`config.mk`:
```
export PLATFORM = sky130hd
export DESIGN_NAME = wb_arbiter_rr
export DESIGN_NICKNAME = d
export VERILOG_FILES = /design/src/rtl/wb_arbiter_rr.sv
export SDC_FILE = /design/constraint.sdc
export NUM_CORES = 1
export LEC_CHECK = 0
export CAP_MARGIN = 0
export CELL_PAD_IN_SITES_DETAIL_PLACEMENT = 0
export CELL_PAD_IN_SITES_GLOBAL_PLACEMENT = 1
export CORE_MARGIN = 2
export CORE_UTILIZATION = 40
export CTS_CLUSTER_SIZE = 40
export DETAILED_ROUTE_END_ITERATION = 6
export HOLD_SLACK_MARGIN = 0.03
export PLACE_DENSITY = 0.92
export SETUP_SLACK_MARGIN = 0.02
export SYNTH_ARGS = -nofsm -noshare
export SYNTH_HDL_FRONTEND = slang
export SYNTH_SLANG_ARGS = --single-unit
```
`constraint.sdc`:
```
create_clock -name clk -period 5.95 [get_ports clk]
set_input_delay 0.8925 -clock clk [delete_from_list [all_inputs] [get_ports clk]]
set_output_delay 0.8925 -clock clk [all_outputs]
set_load 0.02 [all_outputs]
```
`src/rtl/wb_arbiter_rr.sv`:
```
// Round-robin Wishbone bus-ownership arbiter with a grant held for the whole CYC cycle.
// Define WB_ARB_TIMEOUT_EN to build the watchdog that ends transactions stalled for TIMEOUT cycles.
module wb_arbiter_rr #(
    parameter int NUMM    = 3,
    parameter int TIMEOUT = 255,
    localparam int IW     = (NUMM > 1) ? $clog2(NUMM) : 1
) (
    input  logic            clk,
    input  logic            rst_n,
    input  logic [NUMM-1:0] cyc_i,
    input  logic [NUMM-1:0] stb_i,
    input  logic            ack_i,
    input  logic            err_i,
    output logic [NUMM-1:0] gnt_o,
    output logic [IW-1:0]   gnt_idx_o,
    output logic            gnt_valid_o,
    output logic            to_err_o
);

    // Valid/ready contract: the owner's transfer completes in a cycle where
    // stb_i[owner] and (ack_i or err_i) are both high; the grant only moves on CYC drop.
    typedef enum logic [1:0] {
        S_IDLE  = 2'd0,
        S_OWN   = 2'd1,
        S_ABORT = 2'd2
    } state_t;

    state_t          state_q;
    logic [NUMM-1:0] gnt_q;
    logic [IW-1:0]   idx_q;
    logic            valid_q;
    logic [IW-1:0]   ptr_q;

    logic [IW-1:0]   ptr_d;
    logic [IW:0]     idle_pick;
    logic [IW:0]     rel_pick;
    logic            own_cyc;
    logic            own_stb;
    logic            fire;

    // Returns {found, index}: first requester at or above start, wrapping modulo NUMM.
    function automatic logic [IW:0] pick(input logic [NUMM-1:0] req, input logic [IW-1:0] start);
        logic [IW:0] r;
        r = '0;
        for (int k = NUMM - 1; k >= 0; k--) begin
            int m;
            m = (int'(start) + k) % NUMM;
            if (req[m]) r = {1'b1, IW'(m)};
        end
        return r;
    endfunction

    assign own_cyc   = cyc_i[idx_q];
    assign own_stb   = stb_i[idx_q];
    assign ptr_d     = (idx_q == IW'(NUMM - 1)) ? '0 : idx_q + 1'b1;
    assign idle_pick = pick(cyc_i, ptr_q);
    assign rel_pick  = pick(cyc_i, ptr_d);

`ifdef WB_ARB_TIMEOUT_EN
    localparam int CW = $clog2(TIMEOUT + 1);

    logic [CW-1:0] cnt_q;
    logic          stall;

    assign stall = own_stb & ~ack_i & ~err_i;
    // Fires in the stalled cycle that would bring the count to TIMEOUT, so a same-cycle ACK wins.
    assign fire  = (state_q == S_OWN) && own_cyc && stall && (cnt_q == CW'(TIMEOUT - 1));

    always_ff @(posedge clk or negedge rst_n) begin
        if (!rst_n) begin
            cnt_q <= '0;
        end else if (state_q != S_OWN || !own_cyc || !stall || fire) begin
            cnt_q <= '0;
        end else begin
            cnt_q <= cnt_q + 1'b1;
        end
    end
`else
    logic unused_wdog;

    assign fire        = 1'b0;
    assign unused_wdog = ^{stb_i, ack_i, err_i, own_stb, 16'(TIMEOUT)};
`endif

    always_ff @(posedge clk or negedge rst_n) begin
        if (!rst_n) begin
            state_q <= S_IDLE;
            gnt_q   <= '0;
            idx_q   <= '0;
            valid_q <= 1'b0;
            ptr_q   <= '0;
        end else begin
            case (state_q)
                S_IDLE: begin
                    if (idle_pick[IW]) begin
                        gnt_q   <= {{(NUMM - 1){1'b0}}, 1'b1} << idle_pick[IW-1:0];
                        idx_q   <= idle_pick[IW-1:0];
                        valid_q <= 1'b1;
                        state_q <= S_OWN;
                    end
                end
                S_OWN, S_ABORT: begin
                    if (!own_cyc) begin
                        ptr_q <= ptr_d;
                        if (rel_pick[IW]) begin
                            gnt_q   <= {{(NUMM - 1){1'b0}}, 1'b1} << rel_pick[IW-1:0];
                            idx_q   <= rel_pick[IW-1:0];
                            valid_q <= 1'b1;
                            state_q <= S_OWN;
                        end else begin
                            gnt_q   <= '0;
                            idx_q   <= '0;
                            valid_q <= 1'b0;
                            state_q <= S_IDLE;
                        end
                    end else if (fire) begin
                        state_q <= S_ABORT;
                    end
                end
                default: begin
                    gnt_q   <= '0;
                    idx_q   <= '0;
                    valid_q <= 1'b0;
                    state_q <= S_IDLE;
                end
            endcase
        end
    end

    assign gnt_o       = gnt_q;
    assign gnt_idx_o   = idx_q;
    assign gnt_valid_o = valid_q;
    assign to_err_o    = fire;

endmodule

```
==> impl_results.md, run 1 <==
- Full die area: approximately 2300 sq um
- Share of cells above drive strength 1: roughly 15%
- Yosys top cell by area: dfrtp_1
- GPL Wtd Cong: approximately 0.7
- Reg clk slew, reported paths: ~0.050 ns
- Layout net count: about 100
- Pwr dens: approximately 530 nW/um^2
- Worst min path class: reg -> reg
- CTS sink cnt: 8
- # hold bufs at CTS: 0
- H-tree depth: 1
- Post-CTS Setup Inserts: 0
- Crit path kind: in -> reg
- Synth Cell Area: slightly below 800 sq um
- Starting Density: between 40% and 50%
- Final Slew Violations: 0
- Multi-input logic area: around 500 sq um
- Slew HR: 61.1%
- FF-to-FF path depth: 7
- Number of buffers created by CTS: 3
- WP data required: slightly above 6 ns
- TritonCTS clock tree: yes
- Count leader, synth: dfrtp_1
- Avg WL per Cell: 14.1 um
- Ys async rst share: 100%
- Rows: 16
- Outcome: complete, no violations
- # resized after CTS: 0
- R2R Setup Slk: 3.55 ns
- Final wirelength: between 1.5 and 2 mm
- Slew @ Worst Pin: roughly 0.58 ns
- Crit Reg-Reg Endpoint: gnt_idx_o[1]$_DFFE_PN0P_
- Chip Height: between 40 and 50 um
- CTS Buffer Depth: 2
- Iteration-0 DRC count of the detailed router: 9
- Final period util: 47.6%
- Post-synth EDFFs: 0
- Max-Cap Viols: 0
- Worst setup SP type: input pin
- P_leak: roughly 0.36 nW
- Die W: between 40 and 50 um
- Crit-path max FO: 12
- Max Freq: 353 MHz
- Ys Warns: 0
- Gr ovfl total: 0
- Largest net degree at the start of global routing: 14
- Final ANT Viol Nets: 0
- Initial antenna violation count: 0
- Setup crit end: gnt_idx_o[1]$_DFFE_PN0P_
- Fill cells: about 190
- Yosys top cell area share: between 20% and 30%
- First-pass DRT Iterations: 4
- CP Capture Type: register
- Final Hold Viols: 0
- Mapped Avg Cell Area: ~9.5 sq um
- Total number of vias: 674
- Post-synthesis cell count: 83
- Worst R2R Start: ptr_q[1]$_DFFE_PN0P_
- Post-Route Skew: between 0.0008 and 0.0009 ns
- Final TNS setup: 0 ns
- N_diodes: 0
- Synth Flop Type: dfrtp_1
- Layout area overhead: 11.5%
- Clk Tree Root Cell: clkbuf_4
- Crit path DAT: between 2 and 3 ns
- Unrepaired setup endpoints after global routing: no
- IO Count: 17
- Clock Latency Late Sink: roughly 0.25 ns
- DRC viols: 0
- Syn nets: 96
- Gr usage total: 15.4%
- Critical path origin: cyc_i[2]
- DR vias/cell: 5.86
- Finish-stage setup viols: 0
- Post-synthesis cell type count: 38
- IO Port Bufs: 10
- #FFs+latches synth: 8
- Register Area: between 200 and 250 sq um
- Core ar.: about 1900 sq um
- Peak VDD IR: 0.258 mV
- Vias in the first global route: 570
- First-pass GRT wire length: around 2.5 mm
- Commonest cells in the netlist: 8 x dfrtp_1, 7 x o21ai_0, 5 x nand2_1
- Min cycle time layout: about 2.8 ns
- Register area share after synthesis: 25.5%
- Post-layout util: between 40% and 50%
- Dominant cells by area after synthesis: dfrtp_1 26%, mux2_4 5.7%, ha_1 4.8%
==> layout make-up <==
cell class | instances | area share (%)
inverter | 4 | 1.72
timing repair buffer | 10 | 11.4
clock buffer | 3 | 2.58
tap | 27 | 3.86
sequential | 8 | 22.9
multi-input combinational | 63 | 57.5
==> flip-flops by register name, indices dropped and copies added, names as in the netlist <==
signal / count
gnt_idx_o: 2
ptr_q: 2
gnt_o: 3
gnt_valid_o: 1
==> how the worst min path moves through the flow <==
stage | startpoint | endpoint | slack [ns] | cells past startpoint
2_1_floorplan | ptr_q[0]$_DFFE_PN0P_ | ptr_q[0]$_DFFE_PN0P_ | 0.48 | 2
3_3_place_gp | gnt_o[2]$_DFFE_PN0P_ | gnt_o[2]$_DFFE_PN0P_ | 0.49 | 1
3_5_place_dp | gnt_o[2]$_DFFE_PN0P_ | gnt_o[2]$_DFFE_PN0P_ | 0.50 | 1
4_1_cts | gnt_o[2]$_DFFE_PN0P_ | gnt_o[2]$_DFFE_PN0P_ | 0.51 | 1
5_1_grt | gnt_o[2]$_DFFE_PN0P_ | gnt_o[2]$_DFFE_PN0P_ | 0.53 | 1
6_report | gnt_o[2]$_DFFE_PN0P_ | gnt_o[2]$_DFFE_PN0P_ | 0.51 | 1
==> power breakdown <==
| part | switching (W) | internal, W | leakage [nW] |
|---|---|---|---|
| registers | 0.0000303 | 0.0000786 | 0.0963 |
| logic | 0.000161 | 0.000152 | 0.249 |
| clock network | 0.0000173 | 0.0000230 | 0.0138 |
==> layer usage <==
metal,wire length [um],vias up,global-route usage [%]
met5,0,-,0
met2,860,17,25.5
met4,0,0,0
met3,64,0,6.67
li1,-,318,-
met1,693,339,19.8
==> placed cells by master, fill, tap and decap left out, types with 2 or more instances in the layout <==
cell type / netlist / layout
o21ba_2: 2 / 2
nand2_1: 5 / 5
inv_1: 4 / 4
clkbuf_4: 0 / 3
o31ai_1: 2 / 2
nor2b_1: 4 / 4
ha_1: 3 / 3
nor2_1: 2 / 2
o211ai_1: 3 / 3
clkdlybuf4s50_1: 0 / 10
a2bb2oi_1: 2 / 2
mux2i_1: 3 / 3
mux2_4: 3 / 3
nand3_1: 3 / 3
a21oi_1: 3 / 3
o22ai_1: 2 / 2
o21ai_0: 7 / 7
a21o_1: 2 / 2
dfrtp_1: 8 / 8
==> stage by stage <==
stage                     hold slack, ns  cells  worst slack (ns)  cell area (sq um)  total power, W
after floorplan                    0.477     83              3.53                785        0.000358
after global placement             0.492    112              2.87                852        0.000411
after detailed placement           0.499    112              2.87                852        0.000422
after CTS                          0.510    115              3.14                875        0.000465
after global routing               0.525    115              3.04                875        0.000502
final                              0.511    115              3.12                875        0.000463
==> cell families after synthesis <==
kind of cell             Yosys count  synth area share [%]
other                              1                 0.478
adder cells (fa/ha/maj)            3                  4.79
multiplexers                       7                  11.0
AND/OR/NAND/NOR                   22                  17.2
flip-flops                         8                  25.5
buffers and inverters             12                  10.4
AO/OA/AOI/OAI                     30                  30.6
==> critical path, stage by stage <==
cell and delay (ns):
clkdlybuf4s50_1 0.61, and3b_1 0.31, o21ba_2 0.26, a21boi_0 0.42, o21ai_0 0.19, mux2_4 0.28
(Power assumes the default switching activity.)
==> run 2, diff against run 1 <==
--- a/config.mk
+++ b/config.mk
@@ -9,11 +9,11 @@
 export CELL_PAD_IN_SITES_DETAIL_PLACEMENT = 0
 export CELL_PAD_IN_SITES_GLOBAL_PLACEMENT = 1
 export CORE_MARGIN = 2
-export CORE_UTILIZATION = 40
+export CORE_UTILIZATION = 33
 export CTS_CLUSTER_SIZE = 40
 export DETAILED_ROUTE_END_ITERATION = 6
 export HOLD_SLACK_MARGIN = 0.03
-export PLACE_DENSITY = 0.92
+export PLACE_DENSITY = 0.82
 export SETUP_SLACK_MARGIN = 0.02
 export SYNTH_ARGS = -nofsm -noshare
 export SYNTH_HDL_FRONTEND = slang
==> constraint.sdc (replaced) <==
create_clock -name clk -period 2.28 [get_ports clk]
set_input_delay 0.342 -clock clk [delete_from_list [all_inputs] [get_ports clk]]
set_output_delay 0.342 -clock clk [all_outputs]
set_load 0.02 [all_outputs]
==> run 2 against run 1 <==
Against the previous run: critical path depth increased by 1; first-iteration DRC count increased by 78%; clock skew increased by 0.0015 ns; sequential share of layout area decreased by 1.4 points; largest cell class unchanged; highest routed layer unchanged.
==> impl_results.md, run 2 (synthesis results as in run 1) <==
- Commonest non-fill, non-tap cell in the layout: clkdlybuf4s50_1 (unchanged)
- Setup crit end: gnt_o[2]$_DFFE_PN0P_ (was gnt_idx_o[1]$_DFFE_PN0P_)
- Final wirelength: 1.57 mm (was 1.62 mm)
- Iteration-0 DRC count of the detailed router: 16 (was 9)
- DR WL met2: 761 um (was 860 um)
- FF-to-FF path depth: 7 (unchanged)
- Max Freq: around 470 MHz
- Worst R2R Start: ptr_q[1]$_DFFE_PN0P_ (unchanged)
- DR vias/cell: 5.36 (was 5.86)
- Post-CTS Setup Inserts: 0 (unchanged)
- Slowest-stage cell, CP: a2111oi_4 (was clkdlybuf4s50_1)
- First-pass GRT wire length: 2.79 mm (was 2.52 mm)
- Number of buffers created by CTS: 3 (unchanged)
- Register Area: 200 sq um (unchanged)
- Min cycle time layout: 2.12 ns
- Final TNS setup: 0 ns (unchanged)
- P_leak: 0.393 nW (was 0.359 nW)
- Clock Latency Late Sink: 0.25 ns (about the same)
- Non-Filler Cell Area, Final: 931 sq um (was 875 sq um)
- Worst min path class: in -> async (was reg -> reg)
- TritonCTS clock tree: yes (unchanged)
- Final Hold Viols: 0 (unchanged)
- Pwr dens: 1370 nW/um^2 (was 529 nW/um^2)
- Critical path buffers and inverters: 1 (unchanged)
- Clk Tree Root Cell: clkbuf_4 (unchanged)
- Peak VDD IR: 0.673 mV (was 0.258 mV)
- Layout area overhead: 18.7% (was 11.5%)
- Most frequent cells in the layout: 10 x clkdlybuf4s50_1, 8 x dfrtp_1, 7 x o21ai_0, 7 x buf_4, 5 x nand2_1 (was 10 x clkdlybuf4s50_1, 8 x dfrtp_1, 7 x o21ai_0)
- H-tree depth: 1 (unchanged)
- Max-Cap Viols: 0 (unchanged)
- Critical-path cell list: inv_1, ha_2, nor2b_4, a211o_1, a2111oi_4, o21ai_4, mux2_4 (was clkdlybuf4s50_1, and3b_1, o21ba_2, a21boi_0, o21ai_0, mux2_4)
- # hold bufs at CTS: 0 (unchanged)
- Placed inst area: 906 sq um (was 852 sq um)
- Layout net count: 110 (was 103)
- Crit Reg-Reg Endpoint: gnt_o[2]$_DFFE_PN0P_ (was gnt_idx_o[1]$_DFFE_PN0P_)
- GPL Wtd Cong: 0.809 (was 0.719)
- Post-Route Skew: 0.00232 ns (was 0.000836 ns)
- Multi-input logic area: 505 sq um (was 503 sq um)
- Total number of vias: 659 (was 674)
- Post-layout util: 41.7% (was 46.0%)
- Detailed placement HPWL: 1.24 mm
- N_diodes: 0 (unchanged)
- Full die area: 2780 sq um (was 2330 sq um)
- R2R Setup Slk: 0.16 ns (was 3.55 ns)
- WL met1: 738 um (was 693 um)
- CTS Buffer Depth: 2 (unchanged)
- Crit path kind: reg -> reg (was in -> reg)
- Avg WL per Cell: 12.8 um (was 14.1 um)
- WP data required: 2.41 ns (was 6.08 ns)
- Chip Height: 52.8 um (was 48.3 um)
- CP Capture Type: register (unchanged)
- DRC viols: 0 (unchanged)
- Largest net degree at the start of global routing: 11 (was 14)
- Die W: 52.8 um (was 48.3 um)
- Final ANT Viol Nets: 0 (unchanged)
- Critical path depth: 7 (was 6)
- # resized after CTS: 1 (was 0)
- Rows: 17 (was 16)
- DR WL met3: 74 um (was 64 um)
- IO Count: 17 (unchanged)
- Family with the most delay on the worst path: compound AO/OA/AOI/OAI gates (unchanged)
- Crit-path max FO: 6 (was 12)
- Gr usage total: 13.6% (was 15.4%)
- Gr ovfl total: 0 (unchanged)
- Core ar.: 2230 sq um (was 1900 sq um)
- Max FFs per register: 3 (unchanged)
- Vias in the first global route: 626 (was 570)
- Reg clk slew, reported paths: 0.05 ns (about the same)
- Outcome: complete, no violations (unchanged)
- Crit path DAT: 2.26 ns (was 2.97 ns)
- Uppermost layer routed: met3 (unchanged)
- Worst setup SP type: register (was input pin)
- Initial antenna violation count: 0 (unchanged)
- Share of cells above drive strength 1: 22.1% (was 14.8%)
- Final period util: 93.1%
- CTS sink cnt: 8 (unchanged)
- IO Port Bufs: 10 (unchanged)
- First-pass DRT Iterations: 4 (unchanged)
- Final Slew Violations: 0 (unchanged)
- Worst hold margin: 0.365 ns (was 0.511 ns)
- Fill cells: 223 (was 189)
- Finish-stage setup viols: 0 (unchanged)
- Starting Density: 35.1% (was 41.2%)
- Critical path origin: ptr_q[1]$_DFFE_PN0P_ (was cyc_i[2])
- Unrepaired setup endpoints after global routing: no (unchanged)
- CP max stage delay: 0.44 ns (was 0.61 ns)
## run 2: changes by cell type in the layout (fill, tap and decap cells not counted), sizes merged
cell / change
buf: +7
## run 2: metal layers
metal	global-route usage (%)	vias to the layer above
li1	-	329
met1	16.7	312
met2	23.5	18
met3	3.71	0
met4	2.56	0
met5	0	-
## run 2: worst min-delay path by stage
stage | start | to | slack (ns) | depth (start not counted)
global placement | gnt_o[2]$_DFFE_PN0P_ | gnt_o[2]$_DFFE_PN0P_ | 0.50 | 1
floorplan | rst_n | gnt_idx_o[0]$_DFFE_PN0P_ | 0.05 | 0
global route | rst_n | gnt_idx_o[1]$_DFFE_PN0P_ | 0.40 | 1
finish | rst_n | gnt_idx_o[1]$_DFFE_PN0P_ | 0.37 | 1
CTS | rst_n | gnt_idx_o[1]$_DFFE_PN0P_ | 0.37 | 1
detailed placement | gnt_o[2]$_DFFE_PN0P_ | gnt_o[2]$_DFFE_PN0P_ | 0.50 | 1
## run 2: layout make-up
cell class | count | area share, %
clock buffer | 3 | 2.42
sequential | 8 | 21.5
inverter | 4 | 1.61
timing repair buffer | 17 | 16.4
tap | 28 | 3.76
multi-input combinational | 63 | 54.3
## run 2: power breakdown
part | switching (W) | total, W | leakage [nW] | internal (W)
Combinational | 0.000426 | 0.000884 | 0.283 | 0.000458
Sequential | 0.0000769 | 0.000282 | 0.0963 | 0.000205
Clock | 0.0000474 | 0.000108 | 0.0138 | 0.0000602
Total | 0.000551 | 0.00127 | 0.393 | 0.000723
## run 2: per-stage QoR
step / instances / total power, W / setup slack, ns
4_1_cts: 123 / 0.00128 / 0.0682
2_1_floorplan: 83 / 0.000933 / 0.233
3_5_place_dp: 120 / 0.00116 / 0.0173
5_1_grt: 123 / 0.00138 / 0.0284
6_report: 123 / 0.00127 / 0.156
3_3_place_gp: 120 / 0.00114 / 0.0416
